### src/rtl/twiddle_seq_if.sv
`default_nettype none
// ============================================================================
//  Module      : twiddle_seq_if
//  Description : Control/handshake bundle for twiddle_seq. The master side
//                issues start requests and accepts twiddles. The slave side
//                is the sequencer.
//                  i_start/i_stage/i_inv : stage sequence request
//                  i_ready               : downstream accepts current output
//                  o_busy/o_err          : sequencer status
//                  o_valid/o_last/o_k/o_re/o_im : twiddle output stream
//  Revision    : 1.0 - initial release
// ============================================================================
interface twiddle_seq_if #(
    parameter int WORD_LEN = 11,
    parameter int LOG2N    = 5
);
    logic                       i_start;
    logic [3:0]                 i_stage;
    logic                       i_inv;
    logic                       i_ready;
    logic                       o_busy;
    logic                       o_err;
    logic                       o_valid;
    logic                       o_last;
    logic [LOG2N-2:0]           o_k;
    logic signed [WORD_LEN-1:0] o_re;
    logic signed [WORD_LEN-1:0] o_im;

    modport master (
        output i_start, i_stage, i_inv, i_ready,
        input  o_busy, o_err, o_valid, o_last, o_k, o_re, o_im
    );

    modport slave (
        input  i_start, i_stage, i_inv, i_ready,
        output o_busy, o_err, o_valid, o_last, o_k, o_re, o_im
    );
endinterface
`default_nettype wire

### src/rtl/twiddle_seq.sv
`default_nettype none
// ============================================================================
//  Module      : twiddle_seq
//  Description : Radix-2 DIF twiddle-factor sequencer. On an accepted start it
//                streams the N/2 twiddles W^k of one stage (conjugated when
//                i_inv is set) over a valid/ready handshake, using a
//                quarter-wave cosine table and a two-stage pipeline.
//  Ports       : i_clk - clock, i_rst - synchronous active-high reset,
//                bus   - twiddle_seq_if.slave (start request, status, stream)
//  Revision    : 1.0 - initial release
// ============================================================================
module twiddle_seq #(
    parameter int WORD_LEN = 11,
    parameter int LOG2N    = 5
) (
    input  wire logic        i_clk,
    input  wire logic        i_rst,
    twiddle_seq_if.slave     bus
);
    localparam int c_n  = 1 << LOG2N;
    localparam int c_bw = LOG2N - 1;              // width of b and k
    localparam int c_q  = 1 << (LOG2N - 2);       // N/4
    localparam real c_pi = 3.14159265358979323846;
    localparam logic [c_bw-1:0] c_b_max = '1;
    localparam logic [c_bw-1:0] c_q_idx = c_bw'(c_q);

    // Quantised cosine, rounded half-up and clamped to the largest positive
    // code so every table entry can be negated without overflow.
    function automatic logic signed [WORD_LEN-1:0] cos_q(input int m);
        real v;
        int  r;
        v = $cos(2.0 * c_pi * real'(m) / real'(c_n)) * (2.0 ** (WORD_LEN - 1));
        r = $rtoi(v + 0.5);
        if (r > (1 << (WORD_LEN - 1)) - 1) r = (1 << (WORD_LEN - 1)) - 1;
        return WORD_LEN'(r);
    endfunction

    logic signed [WORD_LEN-1:0] w_cos [0:c_q];

    for (genvar m = 0; m <= c_q; m++) begin : g_table
        assign w_cos[m] = cos_q(m);
    end

    typedef enum logic [0:0] {IDLE = 1'b0, RUN = 1'b1} state_t;
    state_t r_state, w_state_nxt;

    logic                       r_err, r_inv, r_issuing;
    logic [3:0]                 r_stage;
    logic [c_bw-1:0]            r_b;
    logic                       r_s1_valid, r_s1_last;
    logic [c_bw-1:0]            r_s1_k;
    logic                       r_valid, r_last;
    logic [c_bw-1:0]            r_k;
    logic signed [WORD_LEN-1:0] r_re, r_im;

    logic                       w_accept, w_err_req, w_stage_ok;
    logic                       w_adv, w_issue, w_last_xfer;
    logic [c_bw-1:0]            w_k, w_idx_re, w_idx_im;
    logic                       w_hi;
    logic signed [WORD_LEN-1:0] w_re, w_im, w_im_mag;

    assign w_stage_ok  = (bus.i_stage < 4'(LOG2N));
    // The whole pipeline advances unless the output is held by backpressure.
    assign w_adv       = !r_valid || bus.i_ready;
    assign w_issue     = r_issuing && w_adv;
    assign w_last_xfer = r_valid && bus.i_ready && r_last;
    // (b mod 2^(c_bw-s)) * 2^s is exactly b << s truncated to c_bw bits.
    assign w_k         = r_b << r_stage;

    // Fold k onto the quarter-wave table. N/2-k is taken modulo 2^c_bw.
    assign w_hi     = (r_s1_k > c_q_idx);
    assign w_idx_re = w_hi ? (c_bw'(0) - r_s1_k) : r_s1_k;
    assign w_idx_im = w_hi ? (r_s1_k - c_q_idx) : (c_q_idx - r_s1_k);
    assign w_re     = w_hi ? -w_cos[w_idx_re] : w_cos[w_idx_re];
    assign w_im_mag = w_cos[w_idx_im];
    assign w_im     = r_inv ? w_im_mag : -w_im_mag;

    always_ff @(posedge i_clk) begin
        if (i_rst) r_state <= IDLE;
        else       r_state <= w_state_nxt;
    end

    always_comb begin
        w_state_nxt = r_state;
        w_accept    = 1'b0;
        w_err_req   = 1'b0;
        case (r_state)
            IDLE: begin
                if (bus.i_start) begin
                    if (w_stage_ok) begin
                        w_accept    = 1'b1;
                        w_state_nxt = RUN;
                    end else begin
                        w_err_req   = 1'b1;
                    end
                end
            end
            RUN: begin
                if (w_last_xfer) w_state_nxt = IDLE;
            end
            default: w_state_nxt = IDLE;
        endcase
    end

    always_ff @(posedge i_clk) begin
        if (i_rst) begin
            r_err      <= 1'b0;
            r_inv      <= 1'b0;
            r_stage    <= '0;
            r_issuing  <= 1'b0;
            r_b        <= '0;
            r_s1_valid <= 1'b0;
            r_s1_last  <= 1'b0;
            r_s1_k     <= '0;
            r_valid    <= 1'b0;
            r_last     <= 1'b0;
            r_k        <= '0;
            r_re       <= '0;
            r_im       <= '0;
        end else begin
            r_err <= w_err_req;
            if (w_accept) begin
                r_stage   <= bus.i_stage;
                r_inv     <= bus.i_inv;
                r_b       <= '0;
                r_issuing <= 1'b1;
            end else if (w_issue) begin
                r_b <= r_b + 1'b1;
                if (r_b == c_b_max) r_issuing <= 1'b0;
            end
            if (w_adv) begin
                // Stage 1: exponent register
                r_s1_valid <= w_issue;
                if (w_issue) begin
                    r_s1_k    <= w_k;
                    r_s1_last <= (r_b == c_b_max);
                end
                // Stage 2: table read and sign
                r_valid <= r_s1_valid;
                r_last  <= r_s1_valid && r_s1_last;
                if (r_s1_valid) begin
                    r_k  <= r_s1_k;
                    r_re <= w_re;
                    r_im <= w_im;
                end
            end
        end
    end

    assign bus.o_busy  = (r_state == RUN);
    assign bus.o_err   = r_err;
    assign bus.o_valid = r_valid;
    assign bus.o_last  = r_last;
    assign bus.o_k     = r_k;
    assign bus.o_re    = r_re;
    assign bus.o_im    = r_im;
endmodule
`default_nettype wire

### src/flat_wrapper.sv
// flat-port wrapper written by rule: the top's interface ports become plain ports
module twiddle_seq_flat 
#(
    parameter int WORD_LEN = 11,
    parameter int LOG2N    = 5
)
  (i_clk, i_rst, bus_i_start, bus_i_stage, bus_i_inv, bus_i_ready, bus_o_busy, bus_o_err, bus_o_valid, bus_o_last, bus_o_k, bus_o_re, bus_o_im);
  twiddle_seq_if #(.WORD_LEN(WORD_LEN), .LOG2N(LOG2N)) bus_i ();
  input  wire logic i_clk;
  input  wire logic i_rst;
  input wire logic [$bits(bus_i.i_start)-1:0] bus_i_start;
  input wire logic [$bits(bus_i.i_stage)-1:0] bus_i_stage;
  input wire logic [$bits(bus_i.i_inv)-1:0] bus_i_inv;
  input wire logic [$bits(bus_i.i_ready)-1:0] bus_i_ready;
  output wire logic [$bits(bus_i.o_busy)-1:0] bus_o_busy;
  output wire logic [$bits(bus_i.o_err)-1:0] bus_o_err;
  output wire logic [$bits(bus_i.o_valid)-1:0] bus_o_valid;
  output wire logic [$bits(bus_i.o_last)-1:0] bus_o_last;
  output wire logic [$bits(bus_i.o_k)-1:0] bus_o_k;
  output wire logic [$bits(bus_i.o_re)-1:0] bus_o_re;
  output wire logic [$bits(bus_i.o_im)-1:0] bus_o_im;
  assign bus_i.i_start = bus_i_start;
  assign bus_i.i_stage = bus_i_stage;
  assign bus_i.i_inv = bus_i_inv;
  assign bus_i.i_ready = bus_i_ready;
  assign bus_o_busy = bus_i.o_busy;
  assign bus_o_err = bus_i.o_err;
  assign bus_o_valid = bus_i.o_valid;
  assign bus_o_last = bus_i.o_last;
  assign bus_o_k = bus_i.o_k;
  assign bus_o_re = bus_i.o_re;
  assign bus_o_im = bus_i.o_im;
  twiddle_seq #(.WORD_LEN(WORD_LEN), .LOG2N(LOG2N)) u_core (.i_clk(i_clk), .i_rst(i_rst), .bus(bus_i));
endmodule
### config.mk
export PLATFORM = sky130hd
export DESIGN_NAME = twiddle_seq_flat
export DESIGN_NICKNAME = d
export VERILOG_FILES = /design/src/rtl/twiddle_seq_if.sv /design/src/rtl/twiddle_seq.sv /design/src/flat_wrapper.sv
export SDC_FILE = /design/constraint.sdc
export NUM_CORES = 1
export LEC_CHECK = 0
export CAP_MARGIN = 20
export CORE_UTILIZATION = 35
export DETAILED_ROUTE_END_ITERATION = 7
export SYNTH_ARGS = -nofsm -noshare
export SYNTH_HDL_FRONTEND = slang
export SYNTH_SLANG_ARGS = --single-unit
### constraint.sdc
create_clock -name i_clk -period 2.91 [get_ports i_clk]
set_clock_uncertainty 0.2 [all_clocks]
set_input_delay 0.582 -clock i_clk [delete_from_list [all_inputs] [get_ports i_clk]]
set_output_delay 0.582 -clock i_clk [all_outputs]
set_load 0.005 [all_outputs]
Word-level counts from Yosys, hierarchy flattened
Memory sizes are Yosys's and may differ from the RTL's.
Index checks and enable logic that the tools add are counted.
{ "classes": {"n_addsub": 6, "magnitude_cmp": 4, "eq_ne": 1, "n_shift": 1, "n_mux": 17, "n_bitwise": 4, "n_reduce_logical": 13} }
{ "ops": {"columns": ["operator", "n"], "rows": [
  ["11-bit 2-to-1 mux", 6],
  ["11-bit negator", 2],
  ["5-bit greater-or-equal comparator (second input constant)", 2],
  ["4-bit NOT with 5-bit output", 2],
  ["1-bit 2-to-1 mux", 8],
  ["4-bit 2-to-1 mux", 2],
  ["2-bit AND reduction", 3],
  ["4-bit by 1-bit adder with 4-bit output (second input constant)", 1],
  ["4-bit == test (second input constant)", 1],
  ["4-bit greater-than comparator (second input constant)", 1],
  ["1-bit logical AND", 4],
  ["4-bit by 3-bit < comparator with 1-bit output (second input constant)", 1],
  ["2-bit nonzero test", 2],
  ["4-bit by 4-bit left shift with 4-bit output", 1],
  ["1-bit by 4-bit subtractor with 4-bit output (first input constant)", 1],
  ["4-bit subtractor (first input constant)", 1],
  ["4-bit subtractor (second input constant)", 1],
  ["3-bit OR reduction", 1],
  ["1-bit NOT", 2],
  ["1-bit case mux with 2 select lines", 1],
  ["2-bit OR reduction", 1],
  ["1-bit zero test", 1],
  ["1-bit logical OR", 1]
]} }
{ "word_totals": {"regBits": 46, "rom_bits": 352, "inputBits": 9, "output_inout_bits": 30, "wordCells": 62, "mem_count": 2} }
{ "mem_list": {"columns": ["memory", "words", "word_bits", "read_ports", "rd_ports_with_merged_regs", "write_ports", "line", "source"], "rows": [
  ["(no name shown)", 16, 11, 1, 0, 0, "twiddle_seq.sv:74", "assign w_re = w_hi ? -w_cos[w_idx_re] : w_cos[w_idx_re];"],
  ["(no name shown)", 16, 11, 1, 0, 0, "twiddle_seq.sv:75", "assign w_im_mag = w_cos[w_idx_im];"]
]} }

Logic depth before layout (Yosys ltp)
{ "depth": {"depth_word": 8, "mapped_depth": 19} }

Least setup slack after synthesis
No wires, ideal clock.
{ "synth_timing": {"path_type": "register to register", "from": "register u_core.r_s1_k[0]", "to": "register u_core.r_re[4] (netlist: u_core.bus.o_re[4])", "setup_ps": 86, "arrival_time_ps": 2911, "t_required_ps": 2624, "slack_ps": -287, "path_stages_with_launch": 19, "n_path_buf": 3, "period_less_slack_ps": 3197, "path_cell_list": "dfxtp_1 buf_4 buf_6 inv_1 ha_1 buf_2 nand3_1 nand2_1 ha_1 inv_1 nand2_1 o21ai_0 nand2_1 ha_1 inv_1 o21ai_0 a221o_1 xor2_1 a211oi_1"} }
{ "synth_via": {"elab_chain_cells": 8} }
{ "synth_rtl": {"columns": ["element", "line", "source"], "rows": [
  ["start, declared", "twiddle_seq.sv:51", "logic [c_bw-1:0] r_s1_k;"],
  ["start signal, assigned", "twiddle_seq.sv:135", "r_s1_k <= w_k;"],
  ["1-bit by 4-bit subtractor with 4-bit output / 4-bit greater-than comparator (equally long branches)", "twiddle_seq.sv:72, twiddle_seq.sv:71", null],
  ["4-bit 2-to-1 mux", "twiddle_seq.sv:72", "assign w_idx_re = w_hi ? (c_bw'(0) - r_s1_k) : r_s1_k;"],
  ["4-bit NOT with 5-bit output (not written as such)", "twiddle_seq.sv:74", null],
  ["memory read 16 x 11 bit", null, null],
  ["11-bit 2-to-1 mux (not written as such) (2 in a row)", "twiddle_seq.sv:74", null],
  ["11-bit negator", "twiddle_seq.sv:74", null],
  ["11-bit 2-to-1 mux (*)", "twiddle_seq.sv:74", null],
  ["end signal, assigned", "twiddle_seq.sv:143", "r_re <= w_re;"],
  ["end, declared", "twiddle_seq.sv:54", "logic signed [WORD_LEN-1:0] r_re, r_im;"]
]} }
Mark *: on every way between the ends. The rest lies on a longest branch, timed or not. The select of a mux whose other input is x is not followed.
A chain may end at the register's enable or synchronous reset.

Final worst setup path
Ends and elaborated chain as after synthesis.

==> summary.md <==
| Metric | Value |
|---|---|
| # DRC | `0` |
| TritonCTS buffer count | `5` |
| Clk root buf | `clkbuf_8` |
| Core area | `8678 sq um` |
| Vert. Die Dim | `96.25 microns` |
| Overall routing resource usage | `18.18%` |
| First drt pass iteration count | `4` |
| Synthesized area | `3109 sq um` |
| Final Max Slew Viols | `0` |
| Yosys top cell by area | `dfxtp_1` |
| Filler instances | `900` |
| Worst Hold Class | `flop to flop` |
| Complex-gate fraction of the synthesized area | `25.96%` |
| Die width | `96.25 microns` |
| Pwr/cell area | `327.7 nW/um^2` |
| Crit path launch type | `flop` |
| CTS tree | `built` |
| Max_cap viols | `0` |
| Synth-to-Final Area Change | `25.96%` |
| Largest stage delay, worst path | `0.36 ns` |
| Inserted Diodes | `0` |
| Nets | `446` |
| Transition time of the tightest slew-check pin | `0.5946 ns` |
| Met3 GRT Util | `3.239%` |
| GP Congestion | `0.9266` |
| Post-Synth Adder-Cell Area | `3.944%` |
| Placed insts | `525` |
| Critical path origin | `u_core.r_s1_k[0]` |
| Largest net degree at the start of global routing | `34` |
| Crit-path cells | `clkinvlp_4, ha_4, nor2b_4, o21ai_2, nand2_2, ha_4, inv_2, nand2_2, o21ai_2, nand2_2, ha_4, inv_2, o21ai_1, a221o_1, xor2_1, a211oi_1` |
| Std cell rows | `34` |
| Final non-filler cell area | `3916 sq um` |
| Tcrit/Tclk final | `97.40%` |
| CP Capture Type | `flop` |
| Status | `finished, final reports clean` |
| VDD IR-drop max | `0.2407 mV` |
| Setup slack after layout | `0.07554 ns` |
| Kind of critical path | `flop to flop` |
| Clock Sinks | `46` |
| Met1 GRT Util | `24.34%` |
| Clk_lat worst skew | `0.29 ns` |
| Flop2flop setup slack | `0.08 ns` |
| Buffers on Ports | `38` |
| Initial core utilization | `35.83%` |
| Crit path time final | `2.834 ns` |
| Share of cells above drive strength 1 | `20.05%` |
| Die area | `9264 sq um` |
| GRT busiest layer | `met2` |
| H-tree lvl count | `2` |
| Synth top area cells | `dfxtp_1 30%, nor2_1 6.0%, nand2_1 5.1%` |
| Post-Synth Simple-Gate Area | `24.19%` |
| Max-slew headroom | `59.94%` |
| Largest fanout on the critical path | `5` |
| Cell area after placement | `3702 sq um` |
| Mux cell area share after synthesis | `4.306%` |
| RSZ-0062 raised after global routing | `yes` |
| Initial drt markers | `229` |
| Switching pwr | `308.0 uW` |
| Hold path start | `u_core.bus.o_k[1]` |
| Post-synth EDFFs | `0` |
| Hold buffer count at cts | `0` |
| Non-filler cells, final | `537` |
| Commonest non-fill, non-tap cell in the layout | `nor2_1` |
| Internal power | `975.4 uW` |
| Antenna violations before repair | `0` |
| # IOs | `39` |
| Wire per inst | `15.36 microns` |
| Via count | `2,911` |
| XOR/XNOR Fraction of Synth Area | `3.944%` |
| Leading cell types in the layout, fill and taps excluded | `49 x nor2_1, 45 x dfxtp_1, 38 x nand2_1, 38 x clkdlybuf4s50_1` |
| Switching Share | `24.00%` |
| Clock power share | `37.2%` |
| Max Root-Sink Buffers | `2` |
| Hold_ws | `0.2580 ns` |
| Largest family of logic cells by synthesized area | `compound AO/OA/AOI/OAI gates` |
| Ys Warns | `0` |
| Synth unique cells | `72` |
| Dpl hpwl | `6.071 mm` |
| Setup TNS | `0 ns` |
| Worst-path clk slew | `0.09 ns` |
| Setup Viol. Count Final | `0` |
| Syn nets | `405` |
| Number of global-route vias before repair | `2,613` |
| Sequential share of power | `51.7%` |
| Gate power share | `11.1%` |
| Setup WS pre-CTS | `0.0001785 ns` |
| First-pass GRT wire length | `13.06 mm` |
| Top cell type's share of synthesized area | `29.62%` |
| CP max-delay cell | `dfxtp_2` |
| Worst EP required | `2.93 ns` |
| GRT met2 Usage | `30.50%` |
| Highest Clock Rate | `0.3528 GHz` |
| Total congestion overflow | `0` |
| Asr flop ratio synth | `0%` |
| Synth Flop Type | `dfxtp_1` |
| Synthesized area per cell | `8.034 sq um` |
| Final ANT Viol Nets | `0` |
| Final Hold Fails | `0` |
| P_leak | `1.429 nW` |
| Cells after Synth | `387` |
| Synth Register Bits | `46` |
| Arr. time, crit path | `2.85 ns` |
| Via density | `5.421` |
| Sequential-to-total area share from yosys stat | `29.62%` |
| Routed WL | `8.248 mm` |
| Worst r2r src | `u_core.r_s1_k[0]` |
[repair_timing]
item / CTS / global route
resized for setup: 0 / 20
buffers inserted: 1 / 3
setup endpoints to repair: 1 / 5
endpoints found under the hold margin: 0 / 0
cloned: 0 / 0
pin swaps: 2 / 11
[cells by family after synthesis]
logic type	after synthesis
adders and majority gates	10
AOI/OAI and AO/OA	107
buffers and inverters	43
muxes	13
xor gates and xnor gates	14
DFF	46
and+or+nand+nor	154
[critical path, delay by kind of cell (launching register included)]
kind,cells,cell delay (ns)
buffers and inverters,3,0.21
AO/OA/AOI/OAI,5,0.86
AND/OR/NAND/NOR,4,0.35
flip-flops,1,0.36
adder cells (fa/ha/maj),3,0.64
XOR/XNOR,1,0.14
[final timing paths]
| kind | end | depth (start not counted) |
|---|---|---|
| worst min-delay path | u_core.bus.o_k[1] | 2 |
| worst max-delay path | u_core.bus.o_re[4] | 16 |
| worst min register to register | u_core.bus.o_k[1] | 2 |
| worst max register to register | u_core.bus.o_re[4] | 16 |
[final cells by class]
type | count | area [sq um] | share of cell area [%]
clock buffers | 6 | 72.57 | 1.853
clock inverters | 2 | 37.54 | 0.9585
inverters | 11 | 45.04 | 1.150
multi-input cells | 298 | 2090 | 53.35
flip-flops and latches | 46 | 922.1 | 23.55
well taps | 108 | 135.1 | 3.450
repair buffers | 66 | 614.3 | 15.69
[cells in the mapped netlist (2+ instances only)]
cell and count:
nor2_1 50, dfxtp_1 46, nand2_1 42, a21oi_1 27, o21ai_0 18, nand3_1 15
clkbuf_1 12, mux2i_1 10, nand2b_1 10, ha_1 9, a211oi_1 8, inv_1 8
buf_2 7, nor3_1 7, xnor2_1 7, xor2_1 7, buf_6 6, a22oi_1 5
a311oi_1 4, and2_1 4, buf_4 4, nor2b_1 4, o211ai_1 4, a211oi_2 3
inv_2 3, mux2_2 3, nand4_1 3, nor4_1 3, o311ai_0 3, or3_1 3
a21o_1 2, a221oi_1 2, a22o_1 2, a2bb2oi_1 2, a31oi_1 2, nor2b_2 2
o211a_1 2, o21ai_1 2, o31ai_1 2, or2_2 2
[state kept, by name, summed over array words and instances, names as in the netlist, 4 cells and up]
name / cells
u_core.r_s1_k: 4
u_core.r_stage: 4
u_core.bus.o_im: 11
u_core.bus.o_k: 4
u_core.bus.o_re: 11
u_core.r_b: 4
[per-stage QoR]
| stage | util (%) | power, mW |
|---|---|---|
| finish | 45.13 | 1.283 |
| global route | 45.13 | 1.345 |
| CTS | 44.02 | 1.292 |
| detailed placement | 42.66 | 0.8173 |
| global placement | 42.66 | 0.8157 |
| floorplan | - | 0.7566 |
[power groups by stage]
stage          sequential, mW  clock (mW)  combinational [mW]
2_1_floorplan           0.673           0              0.0839
3_3_place_gp            0.677           0               0.139
3_5_place_dp            0.678           0               0.139
4_1_cts                 0.663       0.489               0.140
5_1_grt                 0.666       0.520               0.158
6_report                0.663       0.478               0.143
[layer usage]
metal	wire length, microns	vias up
met4	63	0
met1	4011	1368
li1	-	1476
met5	0	-
met3	271	6
met2	3902	61
Power figures use the tool's default switching activity.
